`src/rtl/div_pkg.sv`:
```
// Shared types and constants for the restoring divider control path.
package div_pkg;
  localparam int   DIV_WIDTH = 32;
  localparam logic ALU_SUB   = 1'b1;
  localparam logic ALU_ADD   = 1'b0;

  typedef enum logic [2:0] {
    IDLE  = 3'd0,
    LOAD  = 3'd1,
    SUB   = 3'd2,
    TEST  = 3'd3,
    FINAL = 3'd4,
    DONE  = 3'd5
  } div_state_e;
endpackage

```
`src/rtl/div_iter_counter.sv`:
```
// Iteration counter: clears on load, bumps once per TEST, flags the last pass.
module div_iter_counter #(
  parameter int WIDTH = 32,
  parameter int CNT_W = 6
) (
  input  logic             clk,
  input  logic             Reset,
  input  logic             clr,
  input  logic             inc,
  output logic [CNT_W-1:0] cnt,
  output logic             last
);
  always_ff @(posedge clk or posedge Reset) begin
    if (Reset)    cnt <= '0;
    else if (clr) cnt <= '0;
    else if (inc) cnt <= cnt + 1'b1;
  end

  assign last = (cnt == CNT_W'(WIDTH - 1));
endmodule

```
`src/rtl/div_ctrl.sv`:
```
// Sequencing FSM for the restoring divider: load, WIDTH x (sub, test), final shift, done.
module div_ctrl
  import div_pkg::*;
#(
  parameter int WIDTH = DIV_WIDTH,
  parameter int CNT_W = 6
) (
  input  logic             clk,
  input  logic             Reset,
  input  logic             Start,
  input  logic             Rem_sign,
  output logic             W_ctrl,
  output logic             ALU_op,
  output logic             Rem_write,
  output logic             Shift_left,
  output logic             Shift_in_bit,
  output logic             Final_shr,
  output logic             Busy,
  output logic             Done,
  output logic [CNT_W-1:0] Iter_cnt
);
  div_state_e state, state_n;
  logic       last;

  div_iter_counter #(.WIDTH(WIDTH), .CNT_W(CNT_W)) u_cnt (
    .clk   (clk),
    .Reset (Reset),
    .clr   (state == LOAD),
    .inc   (state == TEST),
    .cnt   (Iter_cnt),
    .last  (last)
  );

  always_ff @(posedge clk or posedge Reset) begin
    if (Reset) state <= IDLE;
    else       state <= state_n;
  end

  always_comb begin
    state_n = IDLE;
    case (state)
      IDLE:    state_n = Start ? LOAD : IDLE;
      LOAD:    state_n = SUB;
      SUB:     state_n = TEST;
      TEST:    state_n = last ? FINAL : SUB;
      FINAL:   state_n = DONE;
      DONE:    state_n = IDLE;
      default: state_n = IDLE;
    endcase
  end

  // Only the TEST decisions look at Rem_sign; everything else decodes the state.
  always_comb begin
    W_ctrl       = 1'b0;
    ALU_op       = ALU_ADD;
    Rem_write    = 1'b0;
    Shift_left   = 1'b0;
    Shift_in_bit = 1'b0;
    Final_shr    = 1'b0;
    Busy         = 1'b0;
    Done         = 1'b0;
    case (state)
      LOAD: begin
        W_ctrl = 1'b1;
        Busy   = 1'b1;
      end
      SUB: begin
        ALU_op    = ALU_SUB;
        Rem_write = 1'b1;
        Busy      = 1'b1;
      end
      TEST: begin
        Busy         = 1'b1;
        Shift_left   = 1'b1;
        ALU_op       = ALU_ADD;
        Rem_write    = Rem_sign;
        Shift_in_bit = ~Rem_sign;
      end
      FINAL: begin
        Final_shr = 1'b1;
        Busy      = 1'b1;
      end
      DONE:    Done = 1'b1;
      default: ;
    endcase
  end
endmodule
```
`config.mk`:
```
export PLATFORM = sky130hd
export DESIGN_NAME = div_ctrl
export DESIGN_NICKNAME = d
export VERILOG_FILES = /design/src/rtl/div_pkg.sv /design/src/rtl/div_iter_counter.sv /design/src/rtl/div_ctrl.sv
export SDC_FILE = /design/constraint.sdc
export NUM_CORES = 1
export LEC_CHECK = 0
export ABC_AREA = 1
export CAP_MARGIN = 20
export CORE_UTILIZATION = 35
export CTS_CLUSTER_SIZE = 14
export DETAILED_ROUTE_END_ITERATION = 8
export SETUP_SLACK_MARGIN = 0.2
export SLEW_MARGIN = 10
export SYNTH_ARGS = -nofsm -noshare
export SYNTH_HDL_FRONTEND = slang
export SYNTH_SLANG_ARGS = --single-unit
```
`constraint.sdc`:
```
create_clock -name clk -period 4 [get_ports clk]
set_clock_uncertainty 0.05 [all_clocks]
set_input_delay 1.2 -clock clk [delete_from_list [all_inputs] [get_ports clk]]
set_output_delay 1.2 -clock clk [all_outputs]
set_load 0.01 [all_outputs]
```
==> results of run 1 <==
## Yosys cell counts, drive strengths merged
cell,number,area [um^2]
nand2,14,55.06
dfrtp,9,225.2
nor2,9,41.29
nand3,9,55.05
nor3,3,25.02
nand4,2,12.51
o21ai,4,20.01
a21oi,3,15.01
ha,1,12.51
inv,13,48.79
## per-stage QoR
stage	instances	total power, uW	setup slack [ps]
2_1_floorplan	67	94.12	1381
3_3_place_gp	99	97.79	435.6
3_5_place_dp	99	97.85	420.2
4_1_cts	103	172.3	422.6
5_1_grt	103	176.8	389.0
6_report	103	167.6	427.9
## power by group through the flow
stage               combinational [uW]  clock, uW  sequential, uW
CTS                               5.14       76.3            90.9
floorplan                         1.42          0            92.7
global route                      5.39       80.5            90.9
finish                            4.78       71.8            91.0
global placement                  5.08          0            92.7
detailed placement                5.14          0            92.7
## final timing paths
path	from	end	slack [ps]
min reg2reg	u_cnt.cnt[4]$_DFFE_PP0P_	u_cnt.cnt[4]$_DFFE_PP0P_	520
min	u_cnt.cnt[4]$_DFFE_PP0P_	u_cnt.cnt[4]$_DFFE_PP0P_	520
max	Rem_sign	Rem_write	430
min in group asynchronous	Reset	u_cnt.cnt[2]$_DFFE_PP0P_	1150
max in group asynchronous	Reset	state[1]$_DFF_PP0_	2490
max reg2reg	u_cnt.cnt[1]$_DFFE_PP0P_	state[1]$_DFF_PP0_	2760
## layer usage
layer	wire (um)	vias to the layer above	track usage, %
li1	-	261	-
met1	541	212	21.00
met2	501	11	23.39
met3	47	2	5.000
met4	16	0	10.00
met5	0	-	0
## area by class of cell
type / count / area (um^2) / area share, %
clock buffers: 4 / 26.28 / 3.621
well taps: 15 / 18.77 / 2.586
flip-flops and latches: 9 / 225.2 / 31.03
multi-input cells: 45 / 236.5 / 32.59
repair buffers: 17 / 170.2 / 23.45
inverters: 13 / 48.80 / 6.724
## cell usage in the layout (no fill, tap or decap)
cell type        synthesis  final
nor3_1                   1      1
nor2_4                   1      1
dfrtp_1                  9      9
nand4_1                  2      2
nand2_2                  1      1
o21ai_0                  3      3
a21oi_1                  3      3
ha_1                     1      1
nand2_1                 13     13
inv_2                    1      1
clkbuf_4                 0      3
nor3_2                   2      2
nand3_1                  7      7
nand3_2                  2      2
o21ai_1                  1      1
nor2_1                   8      8
clkdlybuf4s50_1          0     17
clkbuf_1                 0      1
inv_1                   12     12
## cell families after synthesis
kind of cell             after synthesis  share of synthesized area (%)
AO/OA/AOI/OAI                          7                          6.860
adder cells (fa/ha/maj)                1                          2.451
buffers and inverters                 13                          9.557
flip-flops                             9                          44.12
AND/OR/NAND/NOR                       37                          37.01
## sequential cells by signal (all words and copies together) (netlist names)
signal and cells:
state 3, u_cnt.cnt 6
## critical path, stage by stage
cell	delay [ps]
clkdlybuf4s50_1	470
nand2_1	60
nand2_1	60
clkdlybuf4s50_1	530
==> metrics.csv, run 1 <==
stage;metric;value;unit
run_status;outcome;completed;
timing;post-route-period-util;89.30;%
timing;max-slew-margin-rel;76.37;%
floorplanning;dieArea;1615;um^2
setup_path;worstPathRequired;2750;ps
timing;finalSetupViolations;0;
clocking;clockBufferDepth;2;
clocking;cts_setup_buffers;0;
timing;fin_crit;3572;ps
clocking;clock_latency;260;ps
synth;synth_cells;67;
clocking;cts_buffers;3;
setup_path;endpoint_kind;primary output;
global_routing;grt_pass1_wl;1656;um
synth;synth_area_per_cell;7.619;um^2
placement;placed_area;699.4;um^2
detailed_routing;vias;486;
placement;gp_congestion;0.7351;
synth;ys_ff_latch;9;
global_routing;antenna_found_initial;0;
detailed_routing;vias_per_cell;4.718;
synth;yosysWarnings;0;
clocking;cts_tree;done;
job;cap_viol_max_count;0;
clocking;clk_pin_slew_worst_paths;70;ps
pwr;p_leak;0.0003228;uW
pwr;p_seq_share;54.3;%
timing;drv_slew;0;
synth;synth_area;510.5;um^2
final_layout;design_area;725.7;um^2
clocking;clock-sinks;9;
clocking;ctsRootBufferMaster;clkbuf_4;
global_routing;grt_util_all_layers;16.28;%
synth;yosysUniqueCellTypes;16;
floorplanning;io_pins;18;
clocking;cts_hold_buffers;0;
timing;hold_violations;0;
pwr;p_sw_share;21.18;%
timing;grt_setup_unrepaired;false;
detailed_routing;drt-initial-drc-count;3;
floorplanning;dieHeight;40.19;um
global_routing;grt_remaining_overflow;0;
setup_path;arrival;2320;ps
pwr;p_int;132.1;uW
final_layout;area_growth;42.16;%
global_routing;grt_pass1_vias;389;
final_layout;nNetsFinal;94;
final_layout;antenna_cells;0;
floorplanning;rows;13;
final_layout;finish.utilization;54.41;%
floorplanning;fp.dieW;40.19;um
pwr;p_switching;35.49;uW
placement;port-buffer-count;17;
detailed_routing;drc;0;
detailed_routing;totalWireLength;1107;um
detailed_routing;wl_per_cell;10.75;um
final_layout;fillCellCount;129;
setup_path;ff2ff_path_depth;6;
clocking;post_cts_resized;0;
pwr;power.density;230.9;nW/um^2
pwr;ir_drop;0.1369;mV
setup_path;crit_type;input pin to primary output;
synth;syn_nets;72;
placement;dp_hpwl;856.1;um
setup_path;startpoint_type;input pin;
timing;fmax;279.9;MHz
timing;fin_tns_setup;0;ps
pwr;p_comb_share;2.9;%
global_routing;grt_max_degree;10;
timing;tightest_slew;354.1;ps
pwr;p_clk_share;42.9;%
final_layout;drive_gt1_share;11.36;%
detailed_routing;final_antenna_net_count;0;
timing;hold_slack;515.3;ps
floorplanning;core;1334;um^2
detailed_routing;firstDrtPassIters;2;
clocking;htree_levels;1;
floorplanning;start_util;38.27;%
synth;synth-seq-area-share;44.12;%
setup_path;cp_max_fo;2;
hold_path;hold_depth;2;
hold_path;hp-class;flop to flop;
No activity file was read; power rests on OpenSTA's default activity.
==> inputs of run 2 (changes only) <==
- CORE_MARGIN: unset -> 10
- clock period: 4 -> 3.53 ns (I/O delays scaled with it)
==> metrics.csv, run 2 (synthesis gave the netlist of run 1 again) <==
stage;metric;value;unit
pwr;totalPowerFinal;189.5;uW
setup_path;endpoint_kind;primary output;
pwr;ir_drop;0.1996;mV
final_layout;nNetsFinal;94;
pwr;p_clk_share;42.7;%
final_layout;design_area;728.2;um^2
timing;fin_tns_setup;0;ps
pwr;power.density;260.2;nW/um^2
floorplanning;fp.dieW;58.19;um
timing;drv_slew;0;
setup_path;r2r_slack;2240;ps
detailed_routing;drc;0;
hold_path;hold_end;u_cnt.cnt[4]$_DFFE_PP0P_;
detailed_routing;totalWireLength;1293;um
timing;hold_slack;522.0;ps
global_routing;grt_max_degree;10;
floorplanning;io_pins;18;
placement;dp_hpwl;1018;um
detailed_routing;drt-initial-drc-count;5;
final_layout;finish.utilization;54.60;%
detailed_routing;firstDrtPassIters;2;
global_routing;grt_util_all_layers;7.991;%
pwr;p_comb_share;2.9;%
final_layout;drive_gt1_share;11.36;%
final_layout;layout_commonest_cell;clkdlybuf4s50_1;
final_layout;area_growth;42.65;%
setup_path;startpoint_type;input pin;
global_routing;grt_pass1_wl;2076;um
final_layout;reg_top3;u_cnt.cnt (6), state (3);
clocking;cts_hold_buffers;0;
detailed_routing;vias_per_cell;4.777;
final_layout;multiInputGateArea;236.5;um^2
placement;placed_area;699.4;um^2
clocking;clock-sinks;9;
clocking;cts_buffers;3;
detailed_routing;vias;492;
clocking;ctsRootBufferMaster;clkbuf_4;
timing;hold_violations;0;
detailed_routing;final_antenna_net_count;0;
clocking;cts_tree;done;
timing;grt_setup_unrepaired;false;
run_status;outcome;completed;
timing;fin_crit;3238;ps
floorplanning;dieHeight;58.19;um
setup_path;ff2ff_path_depth;4;
setup_path;cp_max_fo;2;
setup_path;regToRegEndpoint;u_cnt.cnt[4]$_DFFE_PP0P_;
setup_path;r2r-start;state[2]$_DFF_PP0_;
floorplanning;dieArea;3386;um^2
pwr;p_int;149.7;uW
pwr;p_switching;39.79;uW
job;cap_viol_max_count;0;
final_layout;final_cell_mix;clkdlybuf4s50_1, nand2_1, inv_1;
floorplanning;rows;13;
clocking;clock_latency;260;ps
floorplanning;core;1334;um^2
pwr;p_sw_share;21.00;%
global_routing;grt_pass1_vias;454;
timing;tightest_slew;362.5;ps
timing;finalSetupViolations;0;
placement;gp_congestion;0.7487;
setup_path;crit_type;input pin to primary output;
clocking;clk_pin_slew_worst_paths;60;ps
pwr;p_seq_share;54.4;%
clocking;clockBufferDepth;2;
timing;post-route-period-util;91.74;%
hold_path;min_from;u_cnt.cnt[4]$_DFFE_PP0P_;
global_routing;grt_remaining_overflow;0;
global_routing;antenna_found_initial;0;
timing;max-slew-margin-rel;75.81;%
setup_path;arrival;2130;ps
placement;port-buffer-count;17;
detailed_routing;wl_per_cell;12.55;um
final_layout;antenna_cells;0;
pwr;p_leak;0.0003223;uW
clocking;htree_levels;1;
final_layout;largest_register_ffs;6;
hold_path;hold_depth;2;
final_layout;seqCellArea;225.2;um^2
setup_path;worstPathRequired;2420;ps
hold_path;hp-class;flop to flop;
floorplanning;start_util;38.27;%
final_layout;fillCellCount;139;
final_layout;largest_register;u_cnt.cnt;
timing;fmax;308.8;MHz
==> run 2: changes by cell type in the layout (fill, tap and decap cells not counted), sizes merged <==
cell,before,now
clkdlybuf4s50,17,16
dlymetal6s2s,0,1
==> run 2: critical path, cell delays in order <==
cell and delay (ps):
clkdlybuf4s50_1 420, nor2_1 100, clkdlybuf4s50_1 550
==> run 2: final cells by class <==
class / instances / share of cell area (%)
well taps: 15 / 2.577
flip-flops and latches: 9 / 30.93
multi-input cells: 45 / 32.47
inverters: 13 / 6.701
repair buffers: 17 / 23.71
clock buffers: 4 / 3.608
==> run 2: worst max path at each step <==
stage | startpoint | to | slack (ps) | depth (start not counted)
after floorplan | Rem_sign | Shift_in_bit | 1190 | 1
after CTS | Rem_sign | Rem_write | 220 | 4
final | Rem_sign | Shift_in_bit | 290 | 3
after global placement | Rem_sign | Rem_write | 240 | 4
after global routing | Rem_sign | Shift_in_bit | 240 | 3
after detailed placement | Rem_sign | Rem_write | 230 | 4
==> run 2: through the flow <==
step / cells / setup slack, ps
6_report: 103 / 291.7
3_3_place_gp: 99 / 238.3
5_1_grt: 103 / 238.4
2_1_floorplan: 67 / 1193
3_5_place_dp: 99 / 230.4
4_1_cts: 103 / 224.8
==> run 2: routing by layer <==
layer | track usage (%) | part of all wire (%)
met2 | 11.96 | 46
met5 | 0 | 0
met1 | 8.068 | 43
met3 | 5.229 | 9.5
met4 | 5.034 | 1.7
==> run 2: power by group through the flow <==
stage	combinational, uW	sequential, uW	clock, uW
finish	5.51	103	80.8
global route	6.05	103	92.3
CTS	5.80	103	85.8
detailed placement	5.76	105	0
global placement	5.65	105	0
floorplan	1.60	105	0
==> run 2: what timing repair did <==
action,CTS,global route
resized for setup,0,1
setup endpoints to repair,0,1
setup buffers,0,0
==> inputs of run 3 (changes only) <==
- CTS_BUF_LIST: unset -> sky130_fd_sc_hd__clkbuf_4
==> metrics.csv, run 3 (synthesis gave the netlist of run 1 again) <==
stage;metric;value;unit
run_status;outcome;completed;
placement;dp_hpwl;1018;um
placement;gp_congestion;0.7487;
setup_path;cpMostUsedCell;clkdlybuf4s50_1;
final_layout;area_growth;43.38;%
pwr;p_leak;0.0003257;uW
timing;drv_slew;0;
floorplanning;dieArea;3386;um^2
timing;fin_tns_setup;0;ps
hold_path;hold_end;u_cnt.cnt[4]$_DFFE_PP0P_;
global_routing;grt_pass1_vias;459;
clocking;cts_setup_buffers;0;
clocking;clock_latency;260;ps
final_layout;antenna_cells;0;
timing;fmax;308.5;MHz
floorplanning;rows;13;
floorplanning;io_pins;18;
clocking;clock-sinks;9;
timing;max-slew-margin-rel;75.75;%
setup_path;cpPeakStageDelay;550;ps
timing;grt_setup_unrepaired;false;
global_routing;antenna_found_initial;0;
detailed_routing;wl_per_cell;12.07;um
timing;finalSetupViolations;0;
global_routing;grt_util_all_layers;7.773;%
setup_path;startpoint_type;input pin;
setup_path;path_buf_inv;2;
hold_path;hold_depth;2;
setup_path;endpoint_kind;primary output;
final_layout;largest_register_ffs;6;
floorplanning;start_util;38.27;%
setup_path;worstPathRequired;2420;ps
detailed_routing;drc;0;
pwr;power.density;268.2;nW/um^2
placement;place_ws;230.4;ps
setup_path;crit_type;input pin to primary output;
timing;post-route-period-util;91.81;%
setup_path;crit_chain;clkdlybuf4s50_1, nor2_1, clkdlybuf4s50_1;
job;cap_viol_max_count;0;
setup_path;r2r_slack;2270;ps
clocking;ctsRootBufferMaster;clkbuf_4;
global_routing;grt_pass1_wl;2028;um
setup_path;regToRegEndpoint;u_cnt.cnt[4]$_DFFE_PP0P_;
clocking;clk_pin_slew_worst_paths;60;ps
floorplanning;fp.dieW;58.19;um
final_layout;drive_gt1_share;12.50;%
detailed_routing;firstDrtPassIters;2;
setup_path;crit_slowest_cell;clkdlybuf4s50_1;
final_layout;nNetsFinal;94;
hold_path;hp-class;flop to flop;
setup_path;arrival;2130;ps
hold_path;min_from;u_cnt.cnt[4]$_DFFE_PP0P_;
detailed_routing;vias;483;
pwr;ir_drop;0.2248;mV
final_layout;largest_register;u_cnt.cnt;
detailed_routing;final_antenna_net_count;0;
floorplanning;dieHeight;58.19;um
timing;tightest_slew;363.3;ps
global_routing;grt_max_degree;10;
clocking;clockBufferDepth;2;
clocking;htree_levels;1;
floorplanning;core;1334;um^2
setup_path;ff2ff_path_depth;4;
detailed_routing;totalWireLength;1243;um
clocking;cts_hold_buffers;0;
clocking;cts_tree;done;
timing;fin_crit;3241;ps
final_layout;layout_commonest_cell;clkdlybuf4s50_1;
final_layout;final_cell_mix;clkdlybuf4s50_1, nand2_1, inv_1;
final_layout;reg_top3;u_cnt.cnt (6), state (3);
setup_path;cp_max_fo;2;
timing;hold_violations;0;
setup_path;r2r-start;state[2]$_DFF_PP0_;
detailed_routing;vias_per_cell;4.689;
global_routing;grt_remaining_overflow;0;
detailed_routing;drt-initial-drc-count;2;
setup_path;path_delay_family;buffers and inverters;
placement;port-buffer-count;17;
clocking;cts_buffers;3;
timing;worst_slack;289.0;ps
## run 3: changes by cell type in the layout (fill, tap and decap cells not counted)
cell and delta:
clkbuf_4 +1, clkbuf_1 -1
## run 3: what timing repair did
item	in CTS	in global routing
gates resized for setup	0	1
hold endpoints to repair	0	0
setup endpoints to repair	0	1
## run 3: final cells by class
type / instances / area, um^2
Clock buffer: 4 / 30.03
Fill cell: 138 / 601.8
Inverter: 13 / 48.80
Multi-Input combinational cell: 45 / 236.5
Sequential cell: 9 / 225.2
Tap cell: 15 / 18.77
Timing Repair Buffer: 17 / 172.7
## run 3: worst max-delay path by stage
| stage | startpoint | endpoint | slack, ps | cells after the start |
|---|---|---|---|---|
| 5_1_grt | Rem_sign | Shift_in_bit | 240 | 3 |
| 3_3_place_gp | Rem_sign | Rem_write | 240 | 4 |
| 3_5_place_dp | Rem_sign | Rem_write | 230 | 4 |
| 4_1_cts | Rem_sign | Rem_write | 220 | 4 |
| 6_report | Rem_sign | Shift_in_bit | 290 | 3 |
| 2_1_floorplan | Rem_sign | Shift_in_bit | 1190 | 1 |
## run 3: tightest hold or removal path, stage by stage, from the launching register on
cell and delay, ps:
dfrtp_1 380, a21oi_1 50, nor2_1 100
## run 3: metal layers
layer / global-route usage (%) / part of all wire, %
met4: 5.034 / 1.8
met2: 11.20 / 44
met3: 5.229 / 9.9
met1: 8.068 / 44
met5: 0 / 0
## run 3: per-stage QoR
step           cell area (um^2)  utilization [%]  hold slack, ps  cells  total power, uW
2_1_floorplan             510.5                -           526.9     67            106.7
4_1_cts                   729.5            54.69           521.5    103            200.8
3_5_place_dp              699.4            52.44           506.2     99            110.8
5_1_grt                   732.0            54.88           568.4    103            208.1
6_report                  732.0            54.88           521.6    103            196.3
3_3_place_gp              699.4            52.44           502.9     99            110.7
## run 3: power by group
group	switching (uW)	internal [uW]
logic	2.58	2.95
clock network	36.4	51.3
registers	0	103
total	39.0	157
